<file path="config.mk">
export PLATFORM = sky130hd
export DESIGN_NAME = match_scorer_flat
export DESIGN_NICKNAME = d
export VERILOG_FILES = /design/src/rtl/match_scorer_pkg.sv /design/src/rtl/match_scorer_if.sv /design/src/rtl/match_scorer_seg7_decode.sv /design/src/rtl/match_scorer.sv /design/src/flat_wrapper.sv
export SDC_FILE = /design/constraint.sdc
export NUM_CORES = 1
export LEC_CHECK = 0
export ABC_CLOCK_PERIOD_IN_PS = 2400
export CORE_AREA = 2 2 41 43
export CTS_BUF_LIST = sky130_fd_sc_hd__clkbuf_2 sky130_fd_sc_hd__clkbuf_4 sky130_fd_sc_hd__clkbuf_8
export DETAILED_ROUTE_END_ITERATION = 10
export DIE_AREA = 0 0 43 45
export DONT_BUFFER_PORTS = 1
export PLACE_DENSITY = 0.78
export SETUP_SLACK_MARGIN = 0.1
export SLEW_MARGIN = 25
export SYNTH_ARGS = -nofsm -noshare
export SYNTH_HDL_FRONTEND = slang
export SYNTH_SLANG_ARGS = --single-unit
</file>
<file path="constraint.sdc">
create_clock -name Clock -period 2.4 [get_ports Clock]
set_input_delay 0.24 -clock Clock [delete_from_list [all_inputs] [get_ports Clock]]
set_output_delay 0.24 -clock Clock [all_outputs]
set_load 0.02 [all_outputs]
</file>
<file path="src/rtl/match_scorer_pkg.sv">
// Shared types and constants for the tug-of-war match scorer: FSM state
// encoding, winner codes and the active-low seven-segment digit table.
package match_pkg;

  typedef enum logic [1:0] {PLAY, HOLD, RESTART, MATCH_OVER} match_state_t;

  localparam logic [6:0] SEG_BLANK = 7'b1111111;

  localparam logic [1:0] WINNER_NONE  = 2'b00;
  localparam logic [1:0] WINNER_LEFT  = 2'b01;
  localparam logic [1:0] WINNER_RIGHT = 2'b10;

  // Bit order {g,f,e,d,c,b,a}, active low.
  localparam logic [6:0] SEG_DIGIT [0:9] = '{
    7'b1000000, 7'b1111001, 7'b0100100, 7'b0110000, 7'b0011001,
    7'b0010010, 7'b0000010, 7'b1111000, 7'b0000000, 7'b0010000
  };

endpackage

</file>
<file path="src/rtl/match_scorer_if.sv">
// Signal bundle between the playfield side and the match scorer, plus the
// scorer's FSM state as a debug observation point.
interface match_scorer_if;
  import match_pkg::*;

  // win_left/win_right are single-cycle pulses with no back-pressure: the
  // scorer samples them every cycle and silently drops them outside PLAY.
  logic         win_left;
  logic         win_right;
  logic         round_reset;
  logic [6:0]   hex_left;
  logic [6:0]   hex_right;
  logic         match_over;
  logic [1:0]   match_winner;
  match_state_t state;

  modport master (
    output win_left, win_right,
    input  round_reset, hex_left, hex_right, match_over, match_winner, state
  );

  modport slave (
    input  win_left, win_right,
    output round_reset, hex_left, hex_right, match_over, match_winner, state
  );

endinterface

</file>
<file path="src/rtl/match_scorer_seg7_decode.sv">
// 4-bit value to active-low seven-segment pattern; values above 9 blank.
module seg7_decode
  import match_pkg::*;
(
  input  logic [3:0] value,
  output logic [6:0] seg
);

  always_comb begin
    seg = SEG_BLANK;
    if (value <= 4'd9) seg = SEG_DIGIT[value];
  end

endmodule

</file>
<file path="src/rtl/match_scorer.sv">
// Match scorer: counts round wins, restarts the playfield after a hold-off
// and freezes on a match win. Optional winner-digit blink: SCORE_BLINK_EN.
module match_scorer
  import match_pkg::*;
#(
  parameter int WIN_SCORE   = 7,
  parameter int HOLD_CYCLES = 4
) (
  input  logic          Clock,
  input  logic          Reset,
  match_scorer_if.slave bus
);

  localparam int SW = $clog2(WIN_SCORE + 1);
  localparam int HW = (HOLD_CYCLES > 1) ? $clog2(HOLD_CYCLES) : 1;
  localparam logic [SW-1:0] WIN_VAL   = SW'(WIN_SCORE);
  localparam logic [HW-1:0] HOLD_LAST = HW'(HOLD_CYCLES - 1);

  match_state_t  state;
  logic [SW-1:0] score_l;
  logic [SW-1:0] score_r;
  logic [HW-1:0] hold_cnt;
  logic [1:0]    winner_q;

  logic          left_only;
  logic          right_only;
  logic [SW-1:0] winner_score;

  // Simultaneous wins are a tie and score nothing.
  assign left_only    = bus.win_left & ~bus.win_right;
  assign right_only   = bus.win_right & ~bus.win_left;
  assign winner_score = (winner_q == WINNER_LEFT) ? score_l : score_r;

  always_ff @(posedge Clock) begin
    if (Reset) begin
      state    <= PLAY;
      score_l  <= '0;
      score_r  <= '0;
      hold_cnt <= '0;
      winner_q <= WINNER_NONE;
    end else begin
      case (state)
        PLAY: begin
          if (left_only) begin
            if (score_l != WIN_VAL) score_l <= score_l + 1'b1;
            winner_q <= WINNER_LEFT;
            hold_cnt <= '0;
            state    <= HOLD;
          end else if (right_only) begin
            if (score_r != WIN_VAL) score_r <= score_r + 1'b1;
            winner_q <= WINNER_RIGHT;
            hold_cnt <= '0;
            state    <= HOLD;
          end
        end
        HOLD: begin
          if (hold_cnt == HOLD_LAST) begin
            state <= (winner_score == WIN_VAL) ? MATCH_OVER : RESTART;
          end else begin
            hold_cnt <= hold_cnt + 1'b1;
          end
        end
        RESTART:    state <= PLAY;
        MATCH_OVER: state <= MATCH_OVER;
        default:    state <= PLAY;
      endcase
    end
  end

  logic [3:0] value_l;
  logic [3:0] value_r;
  logic [6:0] seg_l;
  logic [6:0] seg_r;

  assign value_l = 4'(score_l);
  assign value_r = 4'(score_r);

  seg7_decode u_dec_left  (.value(value_l), .seg(seg_l));
  seg7_decode u_dec_right (.value(value_r), .seg(seg_r));

`ifdef SCORE_BLINK_EN
  // Blank the round winner's digit on odd hold-off cycles.
  logic blink_off;
  assign blink_off     = (state == HOLD) && hold_cnt[0];
  assign bus.hex_left  = (blink_off && winner_q == WINNER_LEFT)  ? SEG_BLANK : seg_l;
  assign bus.hex_right = (blink_off && winner_q == WINNER_RIGHT) ? SEG_BLANK : seg_r;
`else
  assign bus.hex_left  = seg_l;
  assign bus.hex_right = seg_r;
`endif

  assign bus.round_reset  = (state == RESTART);
  assign bus.match_over   = (state == MATCH_OVER);
  assign bus.match_winner = (state == MATCH_OVER) ? winner_q : WINNER_NONE;
  assign bus.state        = state;

endmodule

</file>
<file path="src/flat_wrapper.sv">
// flat-port wrapper written by rule: the top's interface ports become plain ports
module match_scorer_flat import match_pkg::*;
#(
  parameter int WIN_SCORE   = 7,
  parameter int HOLD_CYCLES = 4
)
  (Clock, Reset, bus_win_left, bus_win_right, bus_round_reset, bus_hex_left, bus_hex_right, bus_match_over, bus_match_winner, bus_state);
  match_scorer_if bus_i ();
  input  logic Clock;
  input  logic Reset;
  input wire logic [$bits(bus_i.win_left)-1:0] bus_win_left;
  input wire logic [$bits(bus_i.win_right)-1:0] bus_win_right;
  output wire logic [$bits(bus_i.round_reset)-1:0] bus_round_reset;
  output wire logic [$bits(bus_i.hex_left)-1:0] bus_hex_left;
  output wire logic [$bits(bus_i.hex_right)-1:0] bus_hex_right;
  output wire logic [$bits(bus_i.match_over)-1:0] bus_match_over;
  output wire logic [$bits(bus_i.match_winner)-1:0] bus_match_winner;
  output wire logic [$bits(bus_i.state)-1:0] bus_state;
  assign bus_i.win_left = bus_win_left;
  assign bus_i.win_right = bus_win_right;
  assign bus_round_reset = bus_i.round_reset;
  assign bus_hex_left = bus_i.hex_left;
  assign bus_hex_right = bus_i.hex_right;
  assign bus_match_over = bus_i.match_over;
  assign bus_match_winner = bus_i.match_winner;
  assign bus_state = bus_i.state;
  match_scorer #(.WIN_SCORE(WIN_SCORE), .HOLD_CYCLES(HOLD_CYCLES)) u_core (.Clock(Clock), .Reset(Reset), .bus(bus_i));
endmodule
</file>
# Yosys cells after proc, flatten, opt, wreduce, memory -nomap -nowiden
# Memory sizes are Yosys's and may differ from the RTL's.
# Cells that the tools add are included.
# totals
memories,2
regBits,12
inputBits,4
rom_bits,224
# memory_table
name,words,width,read_ports,rd_ports_with_merged_regs,wr,line_no,text
(name not given),16,7,1,0,0,match_scorer_seg7_decode.sv:11,if (value <= 4'd9) seg = SEG_DIGIT[value];
(name not given),16,7,1,0,0,match_scorer_seg7_decode.sv:11,
# op_classes
n_mux,19
add_sub_neg,3
eq_ne,11
n_lt_le_gt_ge,4
reduce_logical,8
bitwise,7
# op_table
cell,count
2-to-1 mux 7 bit,6
2-to-1 mux 2 bit,9
"greater-or-equal comparator 5 bit, second input constant",2
inverter 3 -> 5 bit,2
"<= comparator 3 x 4 -> 1 bit, second input constant",2
one-hot mux 2 bit (4 select lines),1
"adder 3 x 1 -> 3 bit, second input constant",2
"== test 2 bit, second input constant",3
"inequality test 3 bit, second input constant",2
AND reduction 3 bit,2
"== test 2 x 1 -> 1 bit, second input constant",2
one-hot mux 2 bit (2 select lines),1
AND reduction 2 bit,2
AND reduction 4 bit,1
nonzero test 2 bit,2
"== test 3 bit, second input constant",1
2-to-1 mux 3 bit,1
"inequality test 3 x 1 -> 1 bit, second input constant",1
inverter 1 bit,3
"adder 2 x 1 -> 2 bit, second input constant",1
AND 1 bit,2
logical NOT 2 bit,1
"inequality test 2 x 1 -> 1 bit, second input constant",1
"inequality test 2 bit, second input constant",1
2-to-1 mux 1 bit,1

# Logic depth before layout (Yosys ltp)
# logic_depth
depth_word,6
ltp_mapped,5
mapped_depth_nobuf,5

# Modules after synthesis
# A second synthesis with hierarchy kept.
# hier_totals
hier_cells,130
area_unflattened_um2,1074.8
# by_module_without_submodules
module,cells_each,instances,area_each_um2
match_scorer,70,1,661.9
seg7_decode,30,2,206.4

# Worst setup path before layout
# No wires, ideal clock.
# synth_path
path_type,reg2out
from,register u_core.score_l[0]
to,output port bus_hex_left[3]
required_ps,2160
setup_slack_ps,856
path_stages_with_launch,4
n_path_buf,0
t_arrival_ps,1304
cell_sequence,dfxtp_1 > inv_1 > ha_1 > o21ai_0
# synth_via
elab_chain_len,5
elab_cells_between_ends,6
classes_between,order compare: 1; mux: 3; bitwise: 1; memory: 1
# synth_rtl
element,line_no,text
from (decl),match_scorer.sv:20,logic [SW-1:0] score_l;
from (signal assigned),match_scorer.sv:45,if (score_l != WIN_VAL) score_l <= score_l + 1'b1;
inverter 3 -> 5 bit (implied by the code),match_scorer_seg7_decode.sv:11,
memory (16 x 7 bit),n/a,
2-to-1 mux 7 bit (implied by the code) (2 in a row),match_scorer_seg7_decode.sv:11,
2-to-1 mux 7 bit (*),match_scorer_seg7_decode.sv:11,
to (decl),flat_wrapper.sv:14,output wire logic [$bits(bus_i.hex_left)-1:0] bus_hex_left;
# Every way passes the cells marked *; elsewhere a longest branch is shown, timed or not. The select of a mux whose other input is x is not followed.

# Worst setup path after layout
# Ends and elaborated chain as after synthesis.

==> metrics.md <==
| Metric | Value |
|---|---|
| Layout Nets | `129` |
| Hold Path Class | `primary input to flip-flop` |
| Max-slew violations | `0` |
| Period minus WS final | `just under 2000 ps` |
| Syn Inst Count | `110` |
| Largest net degree at the start of global routing | `15` |
| Cts bufs inserted | `3` |
| Worst Max-Slew Pin Slew | `about 740 ps` |
| Syn_area_per_cell | `8.30 sq um` |
| Post-CTS Setup Repair Bufs | `0` |
| Final wirelength | `roughly 1600 um` |
| Final WS setup | `457 ps` |
| Multi-input gate area | `606 sq um` |
| Worst hold slack | `18.4 ps` |
| Register area | `roughly 240 sq um` |
| Grt total ovfl | `0` |
| Number of placed I/O pins | `24` |
| Fmax | `~510 MHz` |
| Crit end category | `output pin` |
| Worst Clk Skew | `around 0.63 ps` |
| Core area | `~1500 sq um` |
| DR vias | `717` |
| Sequential share of the synthesized area | `0.263` |
| Flops & latches, synth | `12` |
| Die W | `43 um` |
| Slew HR | `0.508` |
| Mapped Area | `slightly above 900 sq um` |
| Commonest non-fill, non-tap cells in the layout | `ha_1, dfxtp_1, inv_1` |
| DR vias/cell | `about 5.7` |
| Antenna Nets Post-Route | `0` |
| CP Class | `flip-flop to output pin` |
| Setup violations, final | `0` |
| Fin cells | `125` |
| CTS resizes | `0` |
| Routed length per instance | `13.0 um` |
| Commonest non-fill, non-tap cell in the layout | `ha_1` |
| Hold Buf Count CTS | `0` |
| GRT Overall Usage | `0.182` |
| CTS clk-pin slew, worst paths | `70 ps` |
| Number of fill cells | `135` |
| Clk buf depth | `2` |
| DRT Pass-1 Iters | `4` |
| First-pass GRT wire length | `2690 um` |
| Placement Cell Area | `903 sq um` |
| DP HPWL | `1220 um` |
| Max cap viols | `0` |
| Vias in the first global route | `659` |
| Clk sinks | `12` |
| Clock Latency Late Sink | `280 ps` |
| Cell total after placement | `121` |
| RSZ-0062 raised after global routing | `false` |
| Clock Root Buffer | `clkbuf_4` |
| # DRC | `0` |
| Leakage | `roughly 0.42 nW` |
| Routability Congestion | `between 0.7 and 0.8` |
| H-tree depth | `1` |
| Place WS | `762 ps` |
| CTS tree | `built` |
| Synth Net Count | `about 130` |
| Peak supply drop | `0.403 mV` |
| Row cnt | `14` |
| IO Port Bufs | `0` |
| Worst EP required | `2160 ps` |
| Worst setup SP type | `flip-flop` |
| Post-Route Setup TNS | `0 ps` |
| Run status | `finished clean` |
| Final hold vios | `0` |
| Power Density | `497 nW/um^2` |
| Area grow syn2layout | `2.88%` |
| Max FO, Critical Path | `6` |
| Die area | `between 1500 and 2000 sq um` |
| YS warnings | `0` |
| Initial core utilization | `0.621` |
| Unique masters post-synth | `28` |
| Initial DRC count | `7` |
| Crit share post-route | `0.810` |
| Share of cells above drive strength 1 | `0.0734` |
| Inserted Diodes | `0` |
| Non-Filler Cell Area, Final | `940 sq um` |
| Antenna violations before repair | `0` |
| Arrival @ worst endpoint | `between 1500 and 2000 ps` |
| Die height | `approximately 45 um` |
[registers in the layout (all words and copies together) (netlist names)]
signal	cells
u_core.bus.state	2
u_core.hold_cnt	2
u_core.score_r	3
u_core.score_l	3
u_core.winner_q	2
[critical path, cell delays in order (launching register included)]
cell and delay, ps:
dfxtp_1 450, inv_1 120, ha_1 330, o21ai_0 530
[routing by layer]
layer | vias to the layer above | global-route usage | wire length (um)
met1 | 326 | 0.215 | 766
met3 | 2 | 0.0320 | 92
met5 | - | 0 | 0
li1 | 368 | - | -
met4 | 0 | 0.0727 | 22
met2 | 21 | 0.330 | 743
[area by class of cell]
type	count	share of cell area
Inverter	10	0.0399
Sequential cell	12	0.256
Tap cell	16	0.0213
Multi-Input combinational cell	83	0.644
Clock buffer	4	0.0386
[cell families after synthesis]
| group | count (synthesis) | synth area share |
|---|---|---|
| fa+ha+maj | 15 | 0.205 |
| simple gates | 40 | 0.268 |
| mux | 4 | 0.0438 |
| compound gates | 23 | 0.136 |
| flops | 12 | 0.263 |
| xor+xnor | 1 | 0.00959 |
| buf+inv | 15 | 0.0740 |
[through the flow]
stage | utilization | total power [mW]
CTS | 0.639 | 0.469
global route | 0.639 | 0.490
floorplan | - | 0.301
global placement | 0.614 | 0.306
finish | 0.639 | 0.467
detailed placement | 0.614 | 0.309
[cell usage after synthesis, drive strengths merged]
| master | n | share of area |
|---|---|---|
| ha | 15 | 0.21 |
| dfxtp | 12 | 0.26 |
| o21ai | 11 | 0.060 |
| inv | 10 | 0.041 |
| a21oi | 9 | 0.049 |
| nand2 | 9 | 0.037 |
| nor2 | 7 | 0.029 |
| nand3 | 5 | 0.027 |
| mux2i | 4 | 0.044 |
| and2 | 3 | 0.021 |
| clkbuf | 3 | 0.012 |
| nand2b | 3 | 0.021 |
| nor2b | 3 | 0.021 |
| nor3 | 3 | 0.022 |
| and3 | 2 | 0.014 |
| buf | 2 | 0.021 |
| a21o | 1 | 0.0082 |
| nand4b | 1 | 0.0096 |
| nor4 | 1 | 0.023 |
| nor4b | 1 | 0.026 |
| o21bai | 1 | 0.0082 |
| o31a | 1 | 0.0096 |
| or3 | 1 | 0.0069 |
| or4 | 1 | 0.012 |
| xnor2 | 1 | 0.0096 |
[power by group]
| part | internal (mW) | total [mW] | switching, mW |
|---|---|---|---|
| clock network | 0.0924 | 0.163 | 0.0707 |
| logic | 0.0310 | 0.0787 | 0.0478 |
| registers | 0.208 | 0.225 | 0.0168 |
[final timing paths]
kind	startpoint	to	slack [ps]	depth (start not counted)
setup reg to reg	u_core.score_r[0]	u_core.score_r[1]	830	5
setup / recovery	u_core.score_l[0]	bus_hex_left[3]	460	3
hold reg to reg	u_core.winner_q[1]	u_core.winner_q[1]	490	2
hold / removal	Reset	u_core.hold_cnt[1]	20	1
(Power assumes the default switching activity.)
